--- src/rtl/cbus_arbiter.sv ---
`default_nettype none
// ============================================================================
// Module      : cbus_arbiter
// Description : Two-master (I-cache, D-cache) to one-slave cache-bus arbiter.
//               Forwards one master's burst at a time to the memory-side port.
//               The grant is locked from the first forwarded beat until the
//               slave accepts the last beat of the burst.
//
//               Bus payloads are flat packed vectors, MSB first:
//                 req  [114:0] = {valid, is_write, size[2:0], addr[31:0],
//                                 strobe[7:0], data[63:0], len[3:0],
//                                 burst[1:0]}
//                 resp [65:0]  = {ready, last, data[63:0]}
// Revision    : 1.0 - initial release
// ============================================================================
module cbus_arbiter #(
    parameter int FIX_PRIORITY = 0,   // 0: round-robin, 1: data port wins ties
    parameter int RESET_LAST_D = 1,   // last-granted pointer after reset
    localparam int c_REQ_W     = 115,
    localparam int c_RESP_W    = 66
) (
    input  logic                clk,
    input  logic                reset,
    input  logic [c_REQ_W-1:0]  ireq,
    output logic [c_RESP_W-1:0] iresp,
    input  logic [c_REQ_W-1:0]  dreq,
    output logic [c_RESP_W-1:0] dresp,
    output logic [c_REQ_W-1:0]  oreq,
    input  logic [c_RESP_W-1:0] oresp
);

    localparam int c_REQ_VALID  = c_REQ_W - 1;
    localparam int c_RESP_READY = c_RESP_W - 1;
    localparam int c_RESP_LAST  = c_RESP_W - 2;

    localparam logic [0:0] c_IDLE = 1'b0;
    localparam logic [0:0] c_BUSY = 1'b1;

    logic [0:0] r_state;
    logic [0:0] w_state_nxt;
    logic       r_grant;          // 0 = instruction port, 1 = data port
    logic       w_grant_nxt;
    logic       r_last_grant;     // master whose burst finished most recently
    logic       w_last_grant_nxt;

    logic       w_ivalid;
    logic       w_dvalid;
    logic       w_done;
    logic       w_tie_winner;

    assign w_ivalid = ireq[c_REQ_VALID];
    assign w_dvalid = dreq[c_REQ_VALID];
    assign w_done   = oresp[c_RESP_READY] & oresp[c_RESP_LAST];

    // On a tie, fixed priority always picks D; round-robin picks whoever
    // was not served last.
    assign w_tie_winner = (FIX_PRIORITY != 0) ? 1'b1 : ~r_last_grant;

    // State, grant and last-grant registers with synchronous reset
    always_ff @(posedge clk) begin
        if (reset) begin
            r_state      <= c_IDLE;
            r_grant      <= 1'b0;
            r_last_grant <= (RESET_LAST_D != 0);
        end else begin
            r_state      <= w_state_nxt;
            r_grant      <= w_grant_nxt;
            r_last_grant <= w_last_grant_nxt;
        end
    end

    // Arbitrate in IDLE; hold the grant in BUSY until the last beat
    always_comb begin
        w_state_nxt      = r_state;
        w_grant_nxt      = r_grant;
        w_last_grant_nxt = r_last_grant;
        case (r_state)
            c_IDLE: begin
                // Slave responses seen while idle are spurious and ignored.
                if (w_ivalid || w_dvalid) begin
                    w_state_nxt = c_BUSY;
                    if (w_ivalid && w_dvalid) begin
                        w_grant_nxt = w_tie_winner;
                    end else begin
                        w_grant_nxt = w_dvalid;
                    end
                end
            end
            c_BUSY: begin
                // A granted master dropping valid does not release the bus;
                // only the accepted last beat does.
                if (w_done) begin
                    w_state_nxt      = c_IDLE;
                    w_last_grant_nxt = r_grant;
                end
            end
            default: begin
                w_state_nxt = c_IDLE;
            end
        endcase
    end

    // Route the granted request out and the slave response back while BUSY;
    // everything is zero in IDLE and during reset
    always_comb begin
        oreq  = '0;
        iresp = '0;
        dresp = '0;
        if ((r_state == c_BUSY) && !reset) begin
            if (r_grant) begin
                oreq  = dreq;
                dresp = oresp;
            end else begin
                oreq  = ireq;
                iresp = oresp;
            end
        end
    end

endmodule
`default_nettype wire

--- config.mk ---
export PLATFORM = sky130hd
export DESIGN_NAME = cbus_arbiter
export DESIGN_NICKNAME = d
export VERILOG_FILES = /design/src/rtl/cbus_arbiter.sv
export SDC_FILE = /design/constraint.sdc
export NUM_CORES = 1
export LEC_CHECK = 0
export ABC_CLOCK_PERIOD_IN_PS = 2500
export BUFFER_PORTS_ARGS = -buffer_cell sky130_fd_sc_hd__buf_2
export CAP_MARGIN = 5
export CORE_AREA = 2 2 213 215
export CTS_BUF_LIST = sky130_fd_sc_hd__clkbuf_8
export DETAILED_ROUTE_END_ITERATION = 8
export DIE_AREA = 0 0 215 217
export GPL_ROUTABILITY_DRIVEN = 0
export PLACE_DENSITY_LB_ADDON = 0.25
export SLEW_MARGIN = 25
export SYNTH_ARGS = -nofsm -noshare
export SYNTH_HDL_FRONTEND = slang
export SYNTH_SLANG_ARGS = --single-unit
--- constraint.sdc ---
create_clock -name clk -period 2.5 [get_ports clk]
set_clock_uncertainty 0.2 [all_clocks]
set_input_delay 0.125 -clock clk [delete_from_list [all_inputs] [get_ports clk]]
set_output_delay 0.125 -clock clk [all_outputs]
set_load 0.01 [all_outputs]
Word-level counts from Yosys, hierarchy flattened
Index checks and enable logic that the tools add are counted.
W data, S select, Z words.

cells by class
  reduce and logical (&&, ||, !) cells = 6
  divide/modulo/power cells = 0
  shift operators = 0
  add/sub/neg operators = 0
  bitwise logic cells = 3
  muxes and demuxes = 10
  equality and inequality tests = 0
  multiply operators = 0
  magnitude comparators = 0

operators by type and width
  kind                 count
  $mux W66             4
  $mux W115            2
  $reduce_and A2 Y1    2
  $mux W1              3
  $logic_and A1 B1 Y1  2
  $not A1 Y1           2
  $pmux W1 S2          1
  $and A1 B1 Y1        1
  $logic_not A1 Y1     1
  $logic_or A1 B1 Y1   1

word-level totals
  bits in latches = 0
  RAM bits = 0
  word-level logic and storage cells = 22
  output and inout port bits = 247
  memories kept = 0
  ROM bits = 0
  register bits after elaboration = 3

Logic depth before layout (Yosys ltp)
  depth in word-level cells = 3
  depth in mapped cells = 5
  depth with buffers taken out = 3

Worst setup path after synthesis
OpenSTA, ideal clock, no wires.

  kind = reg-to-output
  start point = reg r_state
  end point = out iresp[64]
  cell stages (with the launch flop) = 5
  data required time = 2.175 ns
  buffers on the path = 2
  path slack = 1.079 ns
  data arrival time = 1.096 ns
  path through = dfxtp_1 nand2b_1 buf_2 buf_4 nor3b_1

on the way
  word-level cells in the longest chain between the ends = 2

ends and longest elaborated chain
  what                    RTL line  RTL
  start, declared         39        logic [0:0] r_state;
  start signal, assigned  62        r_state <= c_IDLE;
  start signal, assigned  66        r_state <= w_state_nxt;
  $logic_and A1 B1 Y1     109       if ((r_state == c_BUSY) && !reset) begin
  $mux W66                109
  end, declared           25        output logic [c_RESP_W-1:0] iresp,

No other way between the ends.

Worst setup path in the final report
  start point = reg r_grant
  end point = out oreq[34]

on the way
  word-level cells in the longest chain between the ends = 2

ends and longest elaborated chain
  what                    RTL line  RTL
  start, declared         41        logic r_grant;
  start signal, assigned  67        r_grant <= w_grant_nxt;
  $mux W115               110       if (r_grant) begin
  $mux W115               109
  end, declared           28        output logic [c_REQ_W-1:0] oreq,

No other way between the ends.

==> qor.txt <==
Required time of the critical path = 2.17 ns
Kind of critical path = reg2out
Antenna viol nets, final = 0
Fin crit share = 0.8823
Chip height = 217 µm
Leakage = 3.571 nW
Hold Crit Class = in2reg
Worst Hold Slack = 0.01428 ns
Max Cap Viol = 0
Pre-antenna DRT Iters = 4
Initial Utilization = 0.06511
Clock transition at the registers of the reported paths = 0.03 ns
Worst slew pin tran = 0.5574 ns
Routed length per instance = 11.02 µm
Cells after Synth = 492
Pwr per Cell Area = 172.7 nW/µm²
CTS hold repair buffers = 0
TritonCTS clock tree = yes
Status = completed
Total power = 0.001104 W
Main area contributors after synthesis = mux2i_1 (40%), nor2_1 (32%), nand2b_1 (14%), buf_2 (3.4%), buf_4 (3.4%)
Syn Area/Cell = 5.915 µm²
Final Util = 0.1430
RSZ-0062 raised after global routing = false
Die Wd = 215 µm
WL final = 17800 µm
Seq/Total Area, Yosys = 0.02064
Synthesized flop and latch total = 3
Fill cells = 5223
Share of post-route cells with drive strength above 1 = 0.5659
Initial DRC count = 151
Post-synth top flop = dfxtp_1
Synth cell count leaders = nor2_1 (245), mux2i_1 (115), nand2b_1 (67), buf_2 (20), buf_4 (13)
Post-CTS Setup Inserts = 0
I/O pins = 545
Sink Count = 3
Post-synth EDFFs = 0
Largest net degree at the start of global routing = 73
Mapped Nets = 790
Maximum vdd drop = 0.1016 mV
ANT cells = 0
Num CTS Buffers = 3
Vias in the first global route = 4802
Clock Path Buffers = 2
Initial antenna violation count = 0
Crit Path Max Fanout = 72
Most numerous cell in the Yosys netlist = nor2_1
Startpoint Class = flop
WP data arrival = 1.88 ns
Critical path capture point type = primary output
GRT overflow = 0
Hpwl dp = 15560 µm
Post-synth cell types = 17
First-pass GRT wire length = 25030 µm
Yosys warns = 0
CTS root buf = clkbuf_8
Yosys top cell by area = mux2i_1
Worst setup margin = 0.2943 ns
PostCTS Resize Cnt = 0
Fin. Hold Viols = 0
Count of input and output buffers = 544
Worst rel slew slack = 0.6284
Setup violations, final = 0
GRT Overall Usage = 0.06641
Number of cell rows = 78
Via count = 5186
Asr flop ratio synth = 0
Time the worst path needs with I/O delays and setup = 2.206 ns
Htree depth = 1
FMAX = 453.4 MHz
DRC viols = 0
Share of the synthesized area in the top cell type = 0.3955
Final net count = 1315
Final slew viol count = 0
Setup slack after placement = 0.5265 ns
Setup TNS = 0 ns
Worst skew pair latency = 0.22 ns
Core area = 44700 µm²
Post-Syn Area = 2910 µm²
DR vias/cell = 3.209
Area grow syn2layout = 119.6%
Die area = 46660 µm²
## critical path: stages (launching register included)
cell and delay [ns]:
dfxtp_4 0.54, buf_12 0.41, mux2i_1 0.36, nor2_1 0.07
buf_2 0.15
## stage by stage
| step | cell area (µm²) | instances |
|---|---|---|
| after floorplan | 2910 | 492 |
| after global placement | 6346 | 1612 |
| after detailed placement | 6346 | 1612 |
| after CTS | 6391 | 1616 |
| after global routing | 6391 | 1616 |
| final | 6391 | 1616 |
## layout make-up
class                      count  area, µm²  share of cell area
clock buffer                   3      41.29            0.006460
clock inverter                 1      3.754           0.0005873
inverter                       3      11.26            0.001762
multi-input combinational    438       2567              0.4017
sequential                     3      63.81            0.009984
tap                          600      750.7              0.1175
timing repair buffer         568       2953              0.4620
## power by group
part | switching [W] | internal (W)
sequential | 0.0000127 | 0.0000511
clock | 0.0000348 | 0.000105
combinational | 0.000455 | 0.000445
## cell usage in the layout, fill, tap and decap left out
| cell | Yosys | layout |
|---|---|---|
| o21ai_0 | 2 | 2 |
| nand2b_4 | 0 | 1 |
| nor3b_1 | 1 | 1 |
| nand2b_1 | 67 | 65 |
| inv_1 | 3 | 4 |
| nor2_1 | 245 | 245 |
| nand2_2 | 0 | 1 |
| buf_12 | 0 | 4 |
| o211ai_1 | 1 | 1 |
| clkbuf_8 | 0 | 3 |
| mux2i_1 | 115 | 115 |
| dfxtp_1 | 3 | 2 |
| dfxtp_4 | 0 | 1 |
| a21oi_1 | 2 | 2 |
| and4b_1 | 1 | 1 |
| buf_4 | 13 | 20 |
| nand2b_2 | 0 | 1 |
| buf_2 | 20 | 544 |
| and3_1 | 1 | 1 |
| nor3_1 | 2 | 2 |
## logic make-up (layout without fill, tap and decap cells)
logic type             after synthesis  in the layout  share of synthesized area
flip-flops                           3              3                    0.02064
AO/OA/AOI/OAI                        5              5                   0.009460
buffers and inverters               51            575                     0.1015
multiplexers                       115            115                     0.3955
AND/OR/NAND/NOR                    318            318                     0.4729
## state kept, by name, summed over array words and instances, names as in the netlist
| register | flops |
|---|---|
| r_grant | 1 |
| r_state | 1 |
| r_last_grant | 1 |
## layer usage
layer  vias to the layer above  track usage  part of all wire
li1                       2611            -                 -
met1                      2217      0.07084              0.36
met2                       334       0.1339              0.53
met3                        24     0.007966             0.080
met4                         0      0.02138             0.026
met5                         -            0                 0
## worst paths after layout
| path | cells after the start | startpoint | end | slack, ns |
|---|---|---|---|---|
| setup / recovery | 4 | r_grant | oreq[34] | 0.29 |
| setup reg to reg | 3 | r_state | r_last_grant | 1.30 |
| hold / removal | 3 | dreq[114] | r_grant | 0.01 |
| hold reg to reg | 2 | r_last_grant | r_last_grant | 0.29 |
Note: power is estimated with default switching activity, not from simulation.
